$ cat config.mk
export PLATFORM = sky130hd
export DESIGN_NAME = alu_op_sequencer
export DESIGN_NICKNAME = d
export VERILOG_FILES = /design/src/rtl/alu_op_sequencer_pkg.sv /design/src/rtl/alu_op_sequencer_dec.sv /design/src/rtl/alu_op_sequencer.sv
export SDC_FILE = /design/constraint.sdc
export NUM_CORES = 1
export LEC_CHECK = 0
export ABC_AREA = 0
export BUFFER_PORTS_ARGS = -buffer_cell sky130_fd_sc_hd__buf_4
export CORE_ASPECT_RATIO = 1.1
export CORE_MARGIN = 2
export CORE_UTILIZATION = 35
export DETAILED_ROUTE_END_ITERATION = 8
export GPL_TIMING_DRIVEN = 0
export RECOVER_POWER = 25
export SYNTH_ARGS = -nofsm -noshare
export SYNTH_HDL_FRONTEND = slang
export SYNTH_SLANG_ARGS = --single-unit
$ cat constraint.sdc
create_clock -name Clock -period 2.3 [get_ports Clock]
set_input_delay 0 -clock Clock [delete_from_list [all_inputs] [get_ports Clock]]
set_output_delay 0 -clock Clock [all_outputs]
set_load 0.05 [all_outputs]
$ cat src/rtl/alu_op_sequencer_pkg.sv
// Opcode table, state encoding and opcode classification for the ALU op sequencer.
// WIDE_RESULT_EN adds the WB_HI state and the MUL/DIV opcodes to the legal set.
package cpu_seq_pkg;

  localparam logic [4:0] OP_ADD = 5'b00011;
  localparam logic [4:0] OP_SUB = 5'b00100;
  localparam logic [4:0] OP_AND = 5'b00101;
  localparam logic [4:0] OP_OR  = 5'b00110;
  localparam logic [4:0] OP_NEG = 5'b01001;
  localparam logic [4:0] OP_NOT = 5'b01010;
  localparam logic [4:0] OP_MUL = 5'b01110;
  localparam logic [4:0] OP_DIV = 5'b01111;

`ifdef WIDE_RESULT_EN
  typedef enum logic [2:0] {IDLE, LOAD_Y, EXEC, WB_LO, WB_HI, DONE, ERR} state_t;
`else
  typedef enum logic [2:0] {IDLE, LOAD_Y, EXEC, WB_LO, DONE, ERR} state_t;
`endif

  // Opcodes arrive zero-extended to 32 bits so any OP_W up to 32 compares cleanly.
  function automatic logic is_binary(input logic [31:0] op);
    return (op == 32'(OP_ADD)) || (op == 32'(OP_SUB)) ||
           (op == 32'(OP_AND)) || (op == 32'(OP_OR));
  endfunction

  function automatic logic is_unary(input logic [31:0] op);
    return (op == 32'(OP_NEG)) || (op == 32'(OP_NOT));
  endfunction

  function automatic logic is_wide(input logic [31:0] op);
    return (op == 32'(OP_MUL)) || (op == 32'(OP_DIV));
  endfunction

endpackage

$ cat src/rtl/alu_op_sequencer_dec.sv
// Register index to one-hot enable decoder; indices beyond NUM_REGS decode to all-zero.
module reg_onehot_dec #(
  parameter int NUM_REGS = 16
) (
  input  logic                        i_en,
  input  logic [$clog2(NUM_REGS)-1:0] i_idx,
  output logic [NUM_REGS-1:0]         o_onehot
);
  localparam int IW = $clog2(NUM_REGS);

  // One compare per register line.
  always_comb begin
    o_onehot = '0;
    for (int i = 0; i < NUM_REGS; i++)
      o_onehot[i] = i_en && (i_idx == IW'(i));
  end
endmodule

$ cat src/rtl/alu_op_sequencer.sv
// ALU op sequencer: steps a latched opcode through Y-load, execute and write-back
// cycles, driving one-hot register bus enables and Y/Z/HI/LO strobes.
// All outputs are registered from the next state, so each state's controls
// appear on the edge that enters it. WIDE_RESULT_EN enables MUL/DIV (LO/HI write-back).
module alu_op_sequencer
  import cpu_seq_pkg::*;
#(
  parameter int NUM_REGS = 16,
  parameter int OP_W     = 5
) (
  input  logic                        Clock,
  input  logic                        clear,
  input  logic                        start,
  input  logic [OP_W-1:0]             op,
  input  logic [$clog2(NUM_REGS)-1:0] ra,
  input  logic [$clog2(NUM_REGS)-1:0] rb,
  input  logic [$clog2(NUM_REGS)-1:0] rc,
  output logic                        busy,
  output logic                        done,
  output logic                        err,
  output logic [OP_W-1:0]             op_out,
  output logic [NUM_REGS-1:0]         reg_out,
  output logic [NUM_REGS-1:0]         reg_in,
  output logic                        Yin,
  output logic                        Zhighin,
  output logic                        Zlowin,
  output logic                        Zhighout,
  output logic                        Zlowout,
  output logic                        HIin,
  output logic                        LOin
);
  localparam int IW = $clog2(NUM_REGS);

  state_t            r_state, w_nxt;
  logic [OP_W-1:0]   r_op, w_op, r_op_out, w_op_out;
  logic [IW-1:0]     r_ra, r_rb, r_rc, w_ra, w_rb, w_rc;
  logic [IW-1:0]     w_ro_idx, w_ri_idx;
  logic              w_ro_en, w_ri_en, w_un, w_bin;
  logic              w_yin, w_zlin, w_zlout;
  logic              r_busy, r_done, r_err, r_yin, r_zlin, r_zlout;
  logic [NUM_REGS-1:0] w_reg_out, w_reg_in, r_reg_out, r_reg_in;
`ifdef WIDE_RESULT_EN
  logic              w_wide, w_zhin, w_zhout, w_hiin, w_loin;
  logic              r_zhin, r_zhout, r_hiin, r_loin;
`endif

  // In IDLE the live inputs describe the op being accepted; afterwards the latched copy rules.
  assign w_op  = (r_state == IDLE) ? op : r_op;
  assign w_ra  = (r_state == IDLE) ? ra : r_ra;
  assign w_rb  = (r_state == IDLE) ? rb : r_rb;
  assign w_rc  = (r_state == IDLE) ? rc : r_rc;
  assign w_un  = is_unary(32'(w_op));
  assign w_bin = is_binary(32'(w_op));
`ifdef WIDE_RESULT_EN
  assign w_wide = is_wide(32'(w_op));
`endif

  // Next-state selection by opcode class.
  always_comb begin
    w_nxt = r_state;
    case (r_state)
      IDLE: if (start) begin
`ifdef WIDE_RESULT_EN
        if (w_un)                 w_nxt = EXEC;
        else if (w_bin || w_wide) w_nxt = LOAD_Y;
        else                      w_nxt = ERR;
`else
        if (w_un)       w_nxt = EXEC;
        else if (w_bin) w_nxt = LOAD_Y;
        else            w_nxt = ERR;
`endif
      end
      LOAD_Y: w_nxt = EXEC;
      EXEC:   w_nxt = WB_LO;
`ifdef WIDE_RESULT_EN
      WB_LO:  w_nxt = w_wide ? WB_HI : DONE;
      WB_HI:  w_nxt = DONE;
`else
      WB_LO:  w_nxt = DONE;
`endif
      DONE:   w_nxt = IDLE;
      ERR:    w_nxt = IDLE;
      default: w_nxt = IDLE;
    endcase
  end

  // Controls for the state being entered; each state drives at most one bus source.
  always_comb begin
    w_op_out = '0;
    w_ro_en  = 1'b0;
    w_ro_idx = '0;
    w_ri_en  = 1'b0;
    w_ri_idx = '0;
    w_yin    = 1'b0;
    w_zlin   = 1'b0;
    w_zlout  = 1'b0;
`ifdef WIDE_RESULT_EN
    w_zhin   = 1'b0;
    w_zhout  = 1'b0;
    w_hiin   = 1'b0;
    w_loin   = 1'b0;
`endif
    case (w_nxt)
      LOAD_Y: begin
        w_op_out = w_op;
        w_ro_en  = 1'b1;
        w_ro_idx = w_ra;
        w_yin    = 1'b1;
      end
      EXEC: begin
        w_op_out = w_op;
        w_ro_en  = 1'b1;
        w_ro_idx = w_un ? w_ra : w_rb;
        w_zlin   = 1'b1;
`ifdef WIDE_RESULT_EN
        w_zhin   = w_wide;
`endif
      end
      WB_LO: begin
        w_op_out = w_op;
        w_zlout  = 1'b1;
`ifdef WIDE_RESULT_EN
        w_loin   = w_wide;
        w_ri_en  = !w_wide;
`else
        w_ri_en  = 1'b1;
`endif
        w_ri_idx = w_rc;
      end
`ifdef WIDE_RESULT_EN
      WB_HI: begin
        w_op_out = w_op;
        w_zhout  = 1'b1;
        w_hiin   = 1'b1;
      end
`endif
      DONE: w_op_out = w_op;
      default: ;
    endcase
  end

  reg_onehot_dec #(.NUM_REGS(NUM_REGS)) u_dec_out (
    .i_en(w_ro_en), .i_idx(w_ro_idx), .o_onehot(w_reg_out));
  reg_onehot_dec #(.NUM_REGS(NUM_REGS)) u_dec_in (
    .i_en(w_ri_en), .i_idx(w_ri_idx), .o_onehot(w_reg_in));

  // State, operand latch and registered outputs; clear zeroes everything at once.
  always_ff @(posedge Clock or posedge clear) begin
    if (clear) begin
      r_state   <= IDLE;
      r_op      <= '0;
      r_ra      <= '0;
      r_rb      <= '0;
      r_rc      <= '0;
      r_op_out  <= '0;
      r_reg_out <= '0;
      r_reg_in  <= '0;
      r_busy    <= 1'b0;
      r_done    <= 1'b0;
      r_err     <= 1'b0;
      r_yin     <= 1'b0;
      r_zlin    <= 1'b0;
      r_zlout   <= 1'b0;
`ifdef WIDE_RESULT_EN
      r_zhin    <= 1'b0;
      r_zhout   <= 1'b0;
      r_hiin    <= 1'b0;
      r_loin    <= 1'b0;
`endif
    end else begin
      r_state <= w_nxt;
      if (r_state == IDLE && start) begin
        r_op <= op;
        r_ra <= ra;
        r_rb <= rb;
        r_rc <= rc;
      end
      r_op_out  <= w_op_out;
      r_reg_out <= w_reg_out;
      r_reg_in  <= w_reg_in;
      r_busy    <= (w_nxt != IDLE);
      r_done    <= (w_nxt == DONE);
      r_err     <= (w_nxt == ERR);
      r_yin     <= w_yin;
      r_zlin    <= w_zlin;
      r_zlout   <= w_zlout;
`ifdef WIDE_RESULT_EN
      r_zhin    <= w_zhin;
      r_zhout   <= w_zhout;
      r_hiin    <= w_hiin;
      r_loin    <= w_loin;
`endif
    end
  end

  assign busy    = r_busy;
  assign done    = r_done;
  assign err     = r_err;
  assign op_out  = r_op_out;
  assign reg_out = r_reg_out;
  assign reg_in  = r_reg_in;
  assign Yin     = r_yin;
  assign Zlowin  = r_zlin;
  assign Zlowout = r_zlout;
`ifdef WIDE_RESULT_EN
  assign Zhighin  = r_zhin;
  assign Zhighout = r_zhout;
  assign HIin     = r_hiin;
  assign LOin     = r_loin;
`else
  assign Zhighin  = 1'b0;
  assign Zhighout = 1'b0;
  assign HIin     = 1'b0;
  assign LOin     = 1'b0;
`endif
endmodule

After elaboration in Yosys (flattened, before gate mapping)
Index checks and enable logic that the tools add are counted.
{ "totals": {"in_bits": 20, "reg_bits": 63, "output_inout_bits": 47} }
{ "op_classes": {"eq_ne": 44, "muxes": 16, "n_reduce_logical": 43} }
{ "ops": {"columns": ["cell", "count"], "rows": [
  ["4-bit equality test (second input constant)", 16],
  ["1-bit logical AND", 33],
  ["4-bit by 3-bit equality test with 1-bit output (second input constant)", 8],
  ["4-bit 2-to-1 mux", 5],
  ["4-bit by 2-bit equality test with 1-bit output (second input constant)", 4],
  ["5-bit by 3-bit equality test with 1-bit output (second input constant)", 3],
  ["3-bit by 2-bit equality test with 1-bit output (second input constant)", 4],
  ["3-bit one-hot mux with 4 select lines", 1],
  ["5-bit by 4-bit equality test with 1-bit output (second input constant)", 2],
  ["5-bit 2-to-1 mux", 2],
  ["3-bit 2-to-1 mux", 3],
  ["4-bit by 1-bit equality test with 1-bit output (second input constant)", 2],
  ["4-bit zero test", 2],
  ["4-bit one-hot mux with 2 select lines", 1],
  ["3-bit by 1-bit equality test with 1-bit output (second input constant)", 2],
  ["3-bit equality test (second input constant)", 2],
  ["5-bit by 2-bit equality test with 1-bit output (second input constant)", 1],
  ["1-bit logical OR", 4],
  ["1-bit 2-to-1 mux", 4],
  ["4-bit OR reduction", 1],
  ["3-bit zero test", 1],
  ["3-bit nonzero test", 1],
  ["2-bit OR reduction", 1]
]} }

Depth between registers and ports, before layout
Gate-level depths: netlist of the first run.
{ "logic_depth": {"ltp_word": 14, "ltp_mapped": 9, "ltp_nobuf": 7} }

Cells and area by module
From an unflattened synthesis of the first run, not the netlist that was laid out.
{ "hier_totals": {"cells_unflattened": 218, "hier_area_um2": 2563.7} }
{ "by_module_without_submodules": {"columns": ["mod", "area_per_inst_um2", "n_inst", "seq_area_each_um2", "cells_each"], "rows": [
  ["alu_op_sequencer", 2328.5, 1, 1576.5, 172],
  ["reg_onehot_dec", 117.6, 2, 0.0, 23]
]} }

Worst setup path after synthesis of the first run
No wires, ideal clock.
{ "synth_timing": {"kind": "register to register", "start": "reg r_state[0]", "end": "reg r_reg_out[2], in the netlist reg_out[2]", "period_less_slack_ps": 1992, "stages_incl_launch_ff": 7, "path_slack_ps": 308, "required_time_ps": 2224, "t_arrival_ps": 1916, "cell_sequence": "dfrtp_1 > buf_2 > nor3_4 > mux2_2 > or4_1 > a21o_1 > nor2_1"} }
{ "synth_between": {"elab_chain_len": 14, "elab_cells_between_ends": 29} }
{ "synth_lines": {"columns": ["item", "line_no", "source"], "rows": [
  ["start, declared", "alu_op_sequencer.sv:34", "state_t r_state, w_nxt;"],
  ["start signal, assigned", "alu_op_sequencer.sv:171", "r_state <= w_nxt;"],
  ["3-bit zero test", null, null],
  ["5-bit 2-to-1 mux", "alu_op_sequencer.sv:48", "assign w_op = (r_state == IDLE) ? op : r_op;"],
  ["5-bit by 2-bit equality test with 1-bit output or 5-bit by 3-bit equality test with 1-bit output (tied branches)", "alu_op_sequencer_pkg.sv:22", "return (op == 32'(OP_ADD)) || (op == 32'(OP_SUB)) ||"],
  ["1-bit logical OR (2 in a row)", "alu_op_sequencer_pkg.sv:22", null],
  ["1-bit logical OR", "alu_op_sequencer_pkg.sv:23", "(op == 32'(OP_AND)) || (op == 32'(OP_OR));"],
  ["3-bit 2-to-1 mux", "alu_op_sequencer.sv:69", "else if (w_bin) w_nxt = LOAD_Y;"],
  ["3-bit 2-to-1 mux", "alu_op_sequencer.sv:68", "if (w_un) w_nxt = EXEC;"],
  ["3-bit 2-to-1 mux", "alu_op_sequencer.sv:62", "IDLE: if (start) begin"],
  ["3-bit one-hot mux with 4 select lines", "alu_op_sequencer.sv:61", "case (r_state)"],
  ["3-bit by 2-bit equality test with 1-bit output or 3-bit by 1-bit equality test with 1-bit output (tied branches)", "alu_op_sequencer.sv:103", "case (w_nxt)"],
  ["4-bit one-hot mux with 2 select lines or 2-bit OR reduction (tied branches)", null, null],
  ["4-bit by 2-bit equality test with 1-bit output or 1-bit 2-to-1 mux (tied branches)", "alu_op_sequencer_dec.sv:15, alu_op_sequencer.sv:103", null],
  ["1-bit logical AND *", "alu_op_sequencer_dec.sv:15", "o_onehot[i] = i_en && (i_idx == IW'(i));"],
  ["named net u_dec_out.o_onehot[2]", "alu_op_sequencer_dec.sv:7", "output logic [NUM_REGS-1:0] o_onehot"],
  ["end signal, assigned", "alu_op_sequencer.sv:179", "r_reg_out <= w_reg_out;"],
  ["end, declared", "alu_op_sequencer.sv:41", "logic [NUM_REGS-1:0] w_reg_out, w_reg_in, r_reg_out, r_reg_in;"]
]} }
Mark *: on every way through the listed nets, which the timed path passes. The rest lies on a longest branch.
A chain may end at the register's enable or synchronous reset.

Worst setup path after layout of the first run
{ "layout_timing": {"start": "reg r_state[0]", "end": "reg r_reg_out[1], in the netlist reg_out[1]"} }
{ "layout_between": {"elab_chain_len": 14, "elab_cells_between_ends": 29} }
{ "layout_lines": {"columns": ["item", "line_no"], "rows": [
  ["3-bit zero test", null],
  ["5-bit 2-to-1 mux", "alu_op_sequencer.sv:48"],
  ["5-bit by 2-bit equality test with 1-bit output or 5-bit by 3-bit equality test with 1-bit output (tied branches)", "alu_op_sequencer_pkg.sv:22"],
  ["1-bit logical OR (2 in a row)", "alu_op_sequencer_pkg.sv:22"],
  ["1-bit logical OR", "alu_op_sequencer_pkg.sv:23"],
  ["3-bit 2-to-1 mux", "alu_op_sequencer.sv:69"],
  ["3-bit 2-to-1 mux", "alu_op_sequencer.sv:68"],
  ["3-bit 2-to-1 mux", "alu_op_sequencer.sv:62"],
  ["3-bit one-hot mux with 4 select lines", "alu_op_sequencer.sv:61"],
  ["3-bit by 2-bit equality test with 1-bit output or 3-bit by 1-bit equality test with 1-bit output (tied branches)", "alu_op_sequencer.sv:103"],
  ["4-bit one-hot mux with 2 select lines or 2-bit OR reduction (tied branches)", null],
  ["4-bit by 1-bit equality test with 1-bit output or 1-bit 2-to-1 mux (tied branches)", "alu_op_sequencer_dec.sv:15, alu_op_sequencer.sv:103"],
  ["1-bit logical AND *", "alu_op_sequencer_dec.sv:15"],
  ["named net u_dec_out.o_onehot[1]", "alu_op_sequencer_dec.sv:7"]
]} }
Marks and branches as above.

==> impl_metrics.yaml, run 1 <==
routing:
  wirelength_met1_mm: 2.88
  wl_met3_um: 333
  ant_nets: 0
  drtPass1Iterations: 4
  drt_iter0_drc: 75
  routed.top_layer: "met4"
  wl_met2_mm: 3.02
  wl_per_cell_um: 13.9
  post-route-drc-count: 0
  via_per_inst: 4.73
  vias: 2173
  wl_mm: 6.37
worst_setup_path:
  cp.arrival_ns: 2.39
  startpoint_type: "flip-flop"
  critPathSlowestCell: "o21ai_1"
  critPathMaxStageDelay_ns: 0.36
  r2r_slack_ns: 0.12
  path_delay_family: "simple AND/OR/NAND/NOR gates"
  cp.required_ns: 2.51
  cp_cell_sequence: "buf_2 > or3_1 > buf_2 > nor4_1 > a31oi_1 > o211a_1 > o21ai_1 > nor2_1"
  path_class: "flip-flop to flip-flop"
  cp.buffers_inverters: 2
  critPathMaxFanout: 9
  cp_common_cell: "buf_2"
  cp-end-kind: "flip-flop"
layout:
  final_util: 0.501
  seqCellArea_um2: 1580
  fill_cells: 746
  n_antenna_cell: 0
  final_common_cell: "dfrtp_1"
  finalNonFillerCells: 459
  fin_nets: 369
  final_cell_mix: "dfrtp_1 (63), buf_4 (56), nor2_1 (38)"
  multi_input_comb_area_um2: 1090
  drive_above_1_share: 0.319
  area_growth_pct: 36.9
timing:
  min_period_ns: 2.18
  maxSlewHeadroom: 0.261
  slew_viol_final: 0
  max_slew.worst_pin.slew_ns: 1.11
  rsz0062_at_grt: "no"
  clock-skew-final_ns: 0.0120
  fmax_mhz: 459
  post-route-period-util: 0.947
  setup_violations: 0
  hold_violations: 0
  fin_ws_ns: 0.122
placed_design:
  pre_cts_ws_ns: -0.0569
  dp_cells: 422
  dpl.hpwl_mm: 4.45
  io_buffers: 62
  place_congestion: 0.866
grt:
  grt_start_max_net_pins: 36
  antenna_found_initial: 0
  grt_pass1_wl_mm: 9.77
  first_global_vias: 2002
  grtUsageTotal: 0.151
  grt_overflow: 0
logic_synthesis:
  netlist_instances: 251
  yosys.area_share.adder: 0
  syn_area_um2: 2750
  seq_area_frac_synth: 0.574
  synthArstFlopShare: 1.00
  synth_xor_area_frac: 0.0155
  avgSynthCellArea_um2: 10.9
  synthSimpleGateAreaFrac: 0.179
  ys.flop_type: "dfrtp_1"
  synth_top_family_by_area: "simple AND/OR/NAND/NOR gates"
  synth_edf_count: 0
  ys_seq_elements: 63
  ys_warn_count: 0
  synth_top_area_cell: "dfrtp_1"
  synth.distinct_cells: 53
  synth.area.mux_share: 0.0856
  synth.area.top_cells: "dfrtp_1 (57%), mux2_2 (7.0%), nor2_1 (5.2%)"
  synth_compound_gate_area_share: 0.102
  yosysTopAreaCellShare: 0.574
cts:
  clkSinkCount: 63
  insertion_delay_ns: 0.35
  clock_path_buffers: 2
  cts_tree: "yes"
  cts_max_level: 3
  cts_buffers: 9
  cts.clk_slew.worst_paths_ns: 0.07
  cts_root_buffer: "clkbuf_8"
die:
  fp.coreArea_um2: 7510
  dieArea_um2: 8570
  num_rows: 33
  initial_utilization: 0.365
  die_x_um: 88.5
  ios: 67
  die_h_um: 96.9
pwr:
  pwr-share-clk: 0.202
  ir_drop_mv: 0.562
  p_sw_mw: 2.08
  swShare: 0.429
  p_int_mw: 2.76
  leakage_nw: 1.77
  power.density_cell_area_nw_per_um2: 1290
  pwr-share-seq: 0.335
  combPwrFrac: 0.463
  power_mw: 4.83
run:
  maxCapViolations: 0
outcome:
  status: "complete, no violations"
worst_hold_path:
  min_path_type: "primary input to flip-flop"
[power by group through the flow]
stage                     clock (mW)  combinational, mW  sequential, mW
after floorplan                    0               1.14            2.08
after global placement             0               2.12            1.63
after detailed placement           0               2.15            1.64
after CTS                       1.01               2.19            1.62
after global routing            1.05               2.41            1.66
final                          0.974               2.24            1.62
[Yosys cell counts (2+ instances only)]
library cell,number
o21ai_0,13
mux2i_1,3
a21boi_0,2
a21oi_1,10
inv_1,7
nor3_1,6
dfrtp_1,63
or3_1,2
o211ai_1,2
nand3_1,5
nand3b_1,2
xnor2_1,2
buf_6,3
nand2b_1,2
nor3b_1,2
nand2_1,24
a31oi_1,3
a32oi_1,2
buf_2,4
mux2_2,17
and3_1,2
nor2_1,38
nand4_1,3
buf_4,4
or3b_2,2
[layer usage]
metal  up-vias  track usage
li1       1064            -
met1      1040        0.192
met2        57        0.231
met3        12       0.0503
met4         0       0.0664
met5         -            0
[through the flow]
| step | setup TNS [ns] | hold slack (ns) | cell area, um2 |
|---|---|---|---|
| 2_1_floorplan | 0 | 0.129 | 2760 |
| 3_3_place_gp | -0.109 | 0.240 | 3350 |
| 3_5_place_dp | -0.295 | 0.121 | 3370 |
| 4_1_cts | 0 | 0.0160 | 3750 |
| 5_1_grt | 0 | 0.0563 | 3760 |
| 6_report | 0 | 0.0543 | 3760 |
[worst reg2reg max path, cell delays in order (launching register included)]
cell     delay [ns]
dfrtp_1        0.35
buf_2          0.18
or3_1          0.35
buf_2          0.16
nor4_1         0.30
a31oi_1        0.11
o211a_1        0.14
o21ai_1        0.36
nor2_1         0.09
[repair_timing]
item | CTS | global route
hold buffers | 17 | 0
gates resized for setup | 2 | 5
endpoints found under the hold margin | 50 | 0
setup buffers | 0 | 4
pin swaps | 0 | 2
endpoints found under the setup margin | 9 | 15
[registers in the layout, indices dropped and copies added, names as in the netlist, 3 cells and up]
signal   flops
op_out       5
r_op         5
r_ra         4
r_rb         4
r_rc         4
r_state      3
reg_in      16
reg_out     16
[cell type report]
class                      instances  area share
sequential                        63       0.419
multi-input combinational        171       0.291
timing repair buffer              84       0.169
tap                              105      0.0349
clock buffer                       9      0.0329
buffer                            13      0.0243
clock inverter                     7      0.0216
inverter                           7     0.00699
[final timing paths]
kind                               to  startpoint  cells after the start
max                        reg_out[1]  r_state[0]                      8
min reg2reg                   r_ra[2]     r_ra[2]                      2
min                           r_ra[2]       ra[2]                      3
max in group asynchronous     r_ra[2]       clear                      4
min in group asynchronous        done       clear                      3
max reg2reg                reg_out[1]  r_state[0]                      8
[logic make-up (layout without fill, tap and decap cells)]
logic type,after synthesis,count (layout)
muxes,21,21
other,1,4
buffers and inverters,20,120
xor gates and xnor gates,4,4
AOI/OAI and AO/OA,43,43
DFF,63,63
and+or+nand+nor,99,99
Power figures use the tool's default switching activity.
==> run 2: changes to the inputs <==
--- a/config.mk
+++ b/config.mk
@@ -7,11 +7,13 @@
 export LEC_CHECK = 0
 export ABC_AREA = 0
 export BUFFER_PORTS_ARGS = -buffer_cell sky130_fd_sc_hd__buf_4
+export CAP_MARGIN = 20
 export CORE_ASPECT_RATIO = 1.1
 export CORE_MARGIN = 2
-export CORE_UTILIZATION = 35
+export CORE_UTILIZATION = 45
 export DETAILED_ROUTE_END_ITERATION = 8
 export GPL_TIMING_DRIVEN = 0
+export PLACE_DENSITY = 0.66
 export RECOVER_POWER = 25
 export SYNTH_ARGS = -nofsm -noshare
 export SYNTH_HDL_FRONTEND = slang
==> run 2 against run 1 <==
Critical path depth rose by 1. Die area is 21% lower. Worst setup slack improved by 0.014 ns. Via count grew 0.87%. Design area fell by 1.0%.
==> impl_metrics.yaml, run 2 (synthesized netlist as in run 1, its figures left out) <==
layout:
  area_growth_pct: 35.6
  final_common_cell: "dfrtp_1"
  drive_above_1_share: 0.310
  final_cell_mix: "dfrtp_1 (63), buf_4 (52), nor2_1 (38)"
  n_antenna_cell: 0
  fin_nets: 367
worst_setup_path:
  startpoint_type: "flip-flop"
  critPathSlowestCell: "dfrtp_1"
  cp-end-kind: "flip-flop"
  critPathMaxStageDelay_ns: 0.37
  cp_cell_sequence: "buf_6 > or3_1 > buf_2 > buf_6 > mux2i_4 > a21oi_1 > mux2_2 > a22oi_2 > nor2_1"
  path_class: "flip-flop to flip-flop"
  cp_common_cell: "buf_6"
  critPathMaxFanout: 10
  cp.required_ns: 2.51
  cp.arrival_ns: 2.37
routing:
  post-route-drc-count: 0
  vias: 2192
  drtPass1Iterations: 4
  drt_iter0_drc: 101
  wl_mm: 6.01
  wl_per_cell_um: 14.0
  ant_nets: 0
  via_per_inst: 5.11
pwr:
  p_sw_mw: 2.03
  leakage_nw: 1.75
  pwr-share-seq: 0.337
  pwr-share-clk: 0.201
  power_mw: 4.83
  combPwrFrac: 0.462
  swShare: 0.421
  power.density_cell_area_nw_per_um2: 1300
  p_int_mw: 2.80
  ir_drop_mv: 0.840
grt:
  first_global_vias: 2045
  grt_pass1_wl_mm: 9.82
  grtUsageTotal: 0.189
  antenna_found_initial: 0
  grt_start_max_net_pins: 39
  grt_overflow: 0
placed_design:
  dpl.hpwl_mm: 4.41
  io_buffers: 62
  place_congestion: 0.895
  pre_cts_ws_ns: 0.0150
timing:
  post-route-period-util: 0.941
  slew_viol_final: 0
  min_period_ns: 2.16
  fmax_mhz: 462
  maxSlewHeadroom: 0.335
  max_slew.worst_pin.slew_ns: 0.997
  hold_violations: 0
  rsz0062_at_grt: "no"
  fin_ws_ns: 0.136
  whs_ns: 0.0469
  setup_violations: 0
  clock-skew-final_ns: 0.00813
cts:
  cts_buffers: 9
  clock_path_buffers: 2
  cts_root_buffer: "clkbuf_8"
  cts_max_level: 3
  insertion_delay_ns: 0.33
  clkSinkCount: 63
  cts_tree: "yes"
  cts.clk_slew.worst_paths_ns: 0.07
outcome:
  status: "complete, no violations"
die:
  initial_utilization: 0.470
  die_h_um: 85.9
  dieArea_um2: 6740
  num_rows: 29
  ios: 67
  fp.coreArea_um2: 5840
  die_x_um: 78.5
worst_hold_path:
  min_path_type: "primary input to flip-flop"
run:
  maxCapViolations: 0
run 2: cell types whose count changed in the layout (fill, tap and decap cells not counted), sizes merged:
| cell | before | now |
|---|---|---|
| buf | 65 | 60 |
| clkbuf | 24 | 29 |
| clkinv | 4 | 3 |
| inv | 8 | 7 |
run 2: metal layers:
layer	GRT usage	part of all wire	up-vias
li1	-	-	1063
met1	0.242	0.44	1042
met2	0.320	0.50	81
met3	0.0411	0.055	6
met4	0.0686	0.012	0
met5	0	0	-
run 2: power by group through the flow:
stage	Combinational (mW)	Sequential (mW)	Clock [mW]
after floorplan	1.14	2.08	0
after global placement	2.12	1.63	0
after detailed placement	2.14	1.65	0
after CTS	2.19	1.62	0.996
after global routing	2.40	1.67	1.04
final	2.23	1.63	0.969
run 2: cell type report:
cell class | instances | area (um2)
fillers | 505 | 2120
inverters | 7 | 26.3
repair buffers | 82 | 611
flip-flops and latches | 63 | 1580
well taps | 77 | 96.3
multi-input cells | 171 | 1110
plain buffers | 13 | 93.8
clock inverters | 5 | 56.3
clock buffers | 11 | 151
run 2: stage by stage:
| step | area, um2 | TNS, ns | instances | utilization |
|---|---|---|---|---|
| floorplan | 2760 | 0 | 254 | - |
| global placement | 3320 | -0.00355 | 393 | 0.568 |
| detailed placement | 3340 | 0 | 394 | 0.572 |
| CTS | 3720 | 0 | 427 | 0.637 |
| global route | 3720 | 0 | 429 | 0.637 |
| finish | 3720 | 0 | 429 | 0.637 |
run 2: worst max-delay path, delay by kind of cell (launching register included):
| family | cells | cell delay, ns |
|---|---|---|
| buffers and inverters | 3 | 0.45 |
| DFF | 1 | 0.37 |
| muxes | 2 | 0.46 |
| and+or+nand+nor | 2 | 0.45 |
| AOI/OAI and AO/OA | 2 | 0.31 |
run 2: final timing paths:
kind	from	endpoint	slack [ns]	cells after the start
hold reg to reg	r_ra[3]	r_ra[3]	0.52	2
min in group asynchronous	clear	reg_out[2]	0.48	3
setup reg to reg	r_state[1]	reg_out[11]	0.14	9
setup / recovery	r_state[1]	reg_out[11]	0.14	9
hold / removal	ra[2]	reg_out[13]	0.05	3
max in group asynchronous	clear	op_out[4]	1.10	4
run 2: what timing repair did:
| action | 4_1_cts | 5_1_grt |
|---|---|---|
| pin swaps | 0 | 2 |
| hold buffers | 17 | 0 |
| gates resized for setup | 1 | 11 |
| buffers inserted | 0 | 2 |
| endpoints found under the setup margin | 2 | 18 |
| hold endpoints to repair | 46 | 0 |
==> run 3: changes to the inputs <==
==> constraint.sdc (replaced) <==
create_clock -name Clock -period 2.1 [get_ports Clock]
set_input_delay 0 -clock Clock [delete_from_list [all_inputs] [get_ports Clock]]
set_output_delay 0 -clock Clock [all_outputs]
set_load 0.05 [all_outputs]
==> run 3 against run 2 <==
Fmax is 4.0% higher. Via count is 3.8% higher. Critical path depth is 2 lower. Count of clock-buffer cells in the layout stayed put. First-iteration DRC count is 19% higher. Sequential share of layout area is 1.7 points lower. Clock power is 10% higher. Die area stayed put. Total power is 17% higher. Design area is 4.3% higher. Critical endpoint is now reg_out[1]. Highest routed layer unchanged.
==> impl_metrics.yaml, run 3 (synthesized netlist as in run 1, its figures left out) <==
outcome:
  status: "complete, no violations"
run:
  maxCapViolations: 0
grt:
  antenna_found_initial: 0
  grt_start_max_net_pins: 39
  first_global_vias: 2051
  grtUsageTotal: 0.190
  grt_overflow: 0
  grt_pass1_wl_mm: 9.84
pwr:
  combPwrFrac: 0.487
  power_mw: 5.65
  ir_drop_mv: 0.990
  leakage_nw: 1.83
  p_int_mw: 3.30
  pwr-share-clk: 0.189
  swShare: 0.416
  p_sw_mw: 2.35
  power.density_cell_area_nw_per_um2: 1450
  pwr-share-seq: 0.323
layout:
  drive_above_1_share: 0.358
  final_common_cell: "buf_4"
  finalNonFillerCells: 440
  fill_cells: 483
  fin_nets: 378
  final_cell_mix: "buf_4 (63), dfrtp_1 (62), nor2_1 (37)"
  area_growth_pct: 41.4
  n_antenna_cell: 0
timing:
  maxSlewHeadroom: 0.340
  post-route-period-util: 0.991
  min_period_ns: 2.08
  hold_violations: 0
  rsz0062_at_grt: "yes"
  max_slew.worst_pin.slew_ns: 0.988
  slew_viol_final: 0
  fmax_mhz: 481
  setup_violations: 0
  clock-skew-final_ns: 0.00822
die:
  initial_utilization: 0.470
  dieArea_um2: 6740
  fp.coreArea_um2: 5840
  num_rows: 29
  die_h_um: 85.9
  die_x_um: 78.5
  ios: 67
routing:
  wl_mm: 6.30
  wl_per_cell_um: 14.3
  via_per_inst: 5.17
  post-route-drc-count: 0
  drtPass1Iterations: 4
  vias: 2276
  drt_iter0_drc: 120
  ant_nets: 0
worst_hold_path:
  min_path_type: "primary input to flip-flop"
worst_setup_path:
  cp.required_ns: 2.36
  cp-end-kind: "flip-flop"
  cp.arrival_ns: 2.34
  critPathMaxFanout: 5
  startpoint_type: "flip-flop"
  path_class: "flip-flop to flip-flop"
cts:
  cts_tree: "yes"
  clock_path_buffers: 2
  cts.clk_slew.worst_paths_ns: 0.07
  cts_root_buffer: "clkbuf_8"
  cts_buffers: 9
  insertion_delay_ns: 0.33
  clkSinkCount: 63
  cts_max_level: 3
placed_design:
  place_congestion: 0.895
  io_buffers: 62
  dp_cells: 394
  dpl.hpwl_mm: 4.41
==> run 3: worst max-delay path, cell delays in order (launching register included) <==
cell and delay [ns]:
dfrtp_1 0.39, buf_6 0.14, or3_4 0.44, buf_8 0.16
mux2i_4 0.19, a211oi_1 0.34, o21ai_1 0.21, nor2_1 0.14
==> run 3: area by class of cell <==
type                    instances  area (um2)  share of cell area
inverters                       7        26.3             0.00677
clock buffers                  11         151              0.0390
multi-input cells             171        1170               0.302
well taps                      77        96.3              0.0248
clock inverters                 5        56.3              0.0145
repair buffers                 95         713               0.184
flip-flops and latches         63        1580               0.406
plain buffers                  11        91.3              0.0235
==> run 3: power by group through the flow <==
stage	logic [mW]	registers, mW	clock network [mW]
CTS	2.44	1.81	1.09
global placement	2.32	1.79	0
detailed placement	2.35	1.80	0
finish	2.75	1.82	1.07
global route	2.93	1.87	1.14
floorplan	1.25	2.27	0
==> run 3: final timing paths <==
| kind | from | end | slack [ns] | cells after the start |
|---|---|---|---|---|
| worst max-delay path | r_state[2] | reg_out[1] | 0.02 | 7 |
| min in group asynchronous | clear | reg_out[9] | 0.47 | 3 |
| max in group asynchronous | clear | r_state[0] | 0.90 | 4 |
| worst max register to register | r_state[2] | reg_out[1] | 0.02 | 7 |
| worst min-delay path | ra[3] | r_ra[3] | 0.06 | 3 |
| worst min register to register | r_ra[2] | r_ra[2] | 0.52 | 2 |
==> run 3: metal layers <==
metal	routed length, um	vias up	global-route usage
met5	0	-	0
li1	-	1082	-
met4	80	0	0.0686
met1	2750	1108	0.245
met2	3150	77	0.317
met3	324	9	0.0411
==> run 3: per-stage QoR <==
| step | util | setup WS (ns) | area (um2) | TNS [ns] | hold WS (ns) |
|---|---|---|---|---|---|
| floorplan | - | 0.108 | 2760 | 0 | 0.129 |
| global route | 0.665 | -0.0745 | 3880 | -0.433 | 0.0756 |
| global placement | 0.568 | -0.204 | 3320 | -10.39 | 0.238 |
| detailed placement | 0.572 | -0.185 | 3340 | -2.19 | 0.0915 |
| finish | 0.665 | 0.0196 | 3880 | 0 | 0.0604 |
| CTS | 0.645 | 0.0103 | 3770 | 0 | 0.0271 |
==> run 3: what timing repair did <==
item / CTS / global route
gates resized for setup: 10 / 20
endpoints found under the hold margin: 46 / 0
setup buffers: 2 / 12
pin swaps: 2 / 14
cloned: 0 / 1
endpoints found under the setup margin: 20 / 21
hold buffers: 17 / 0
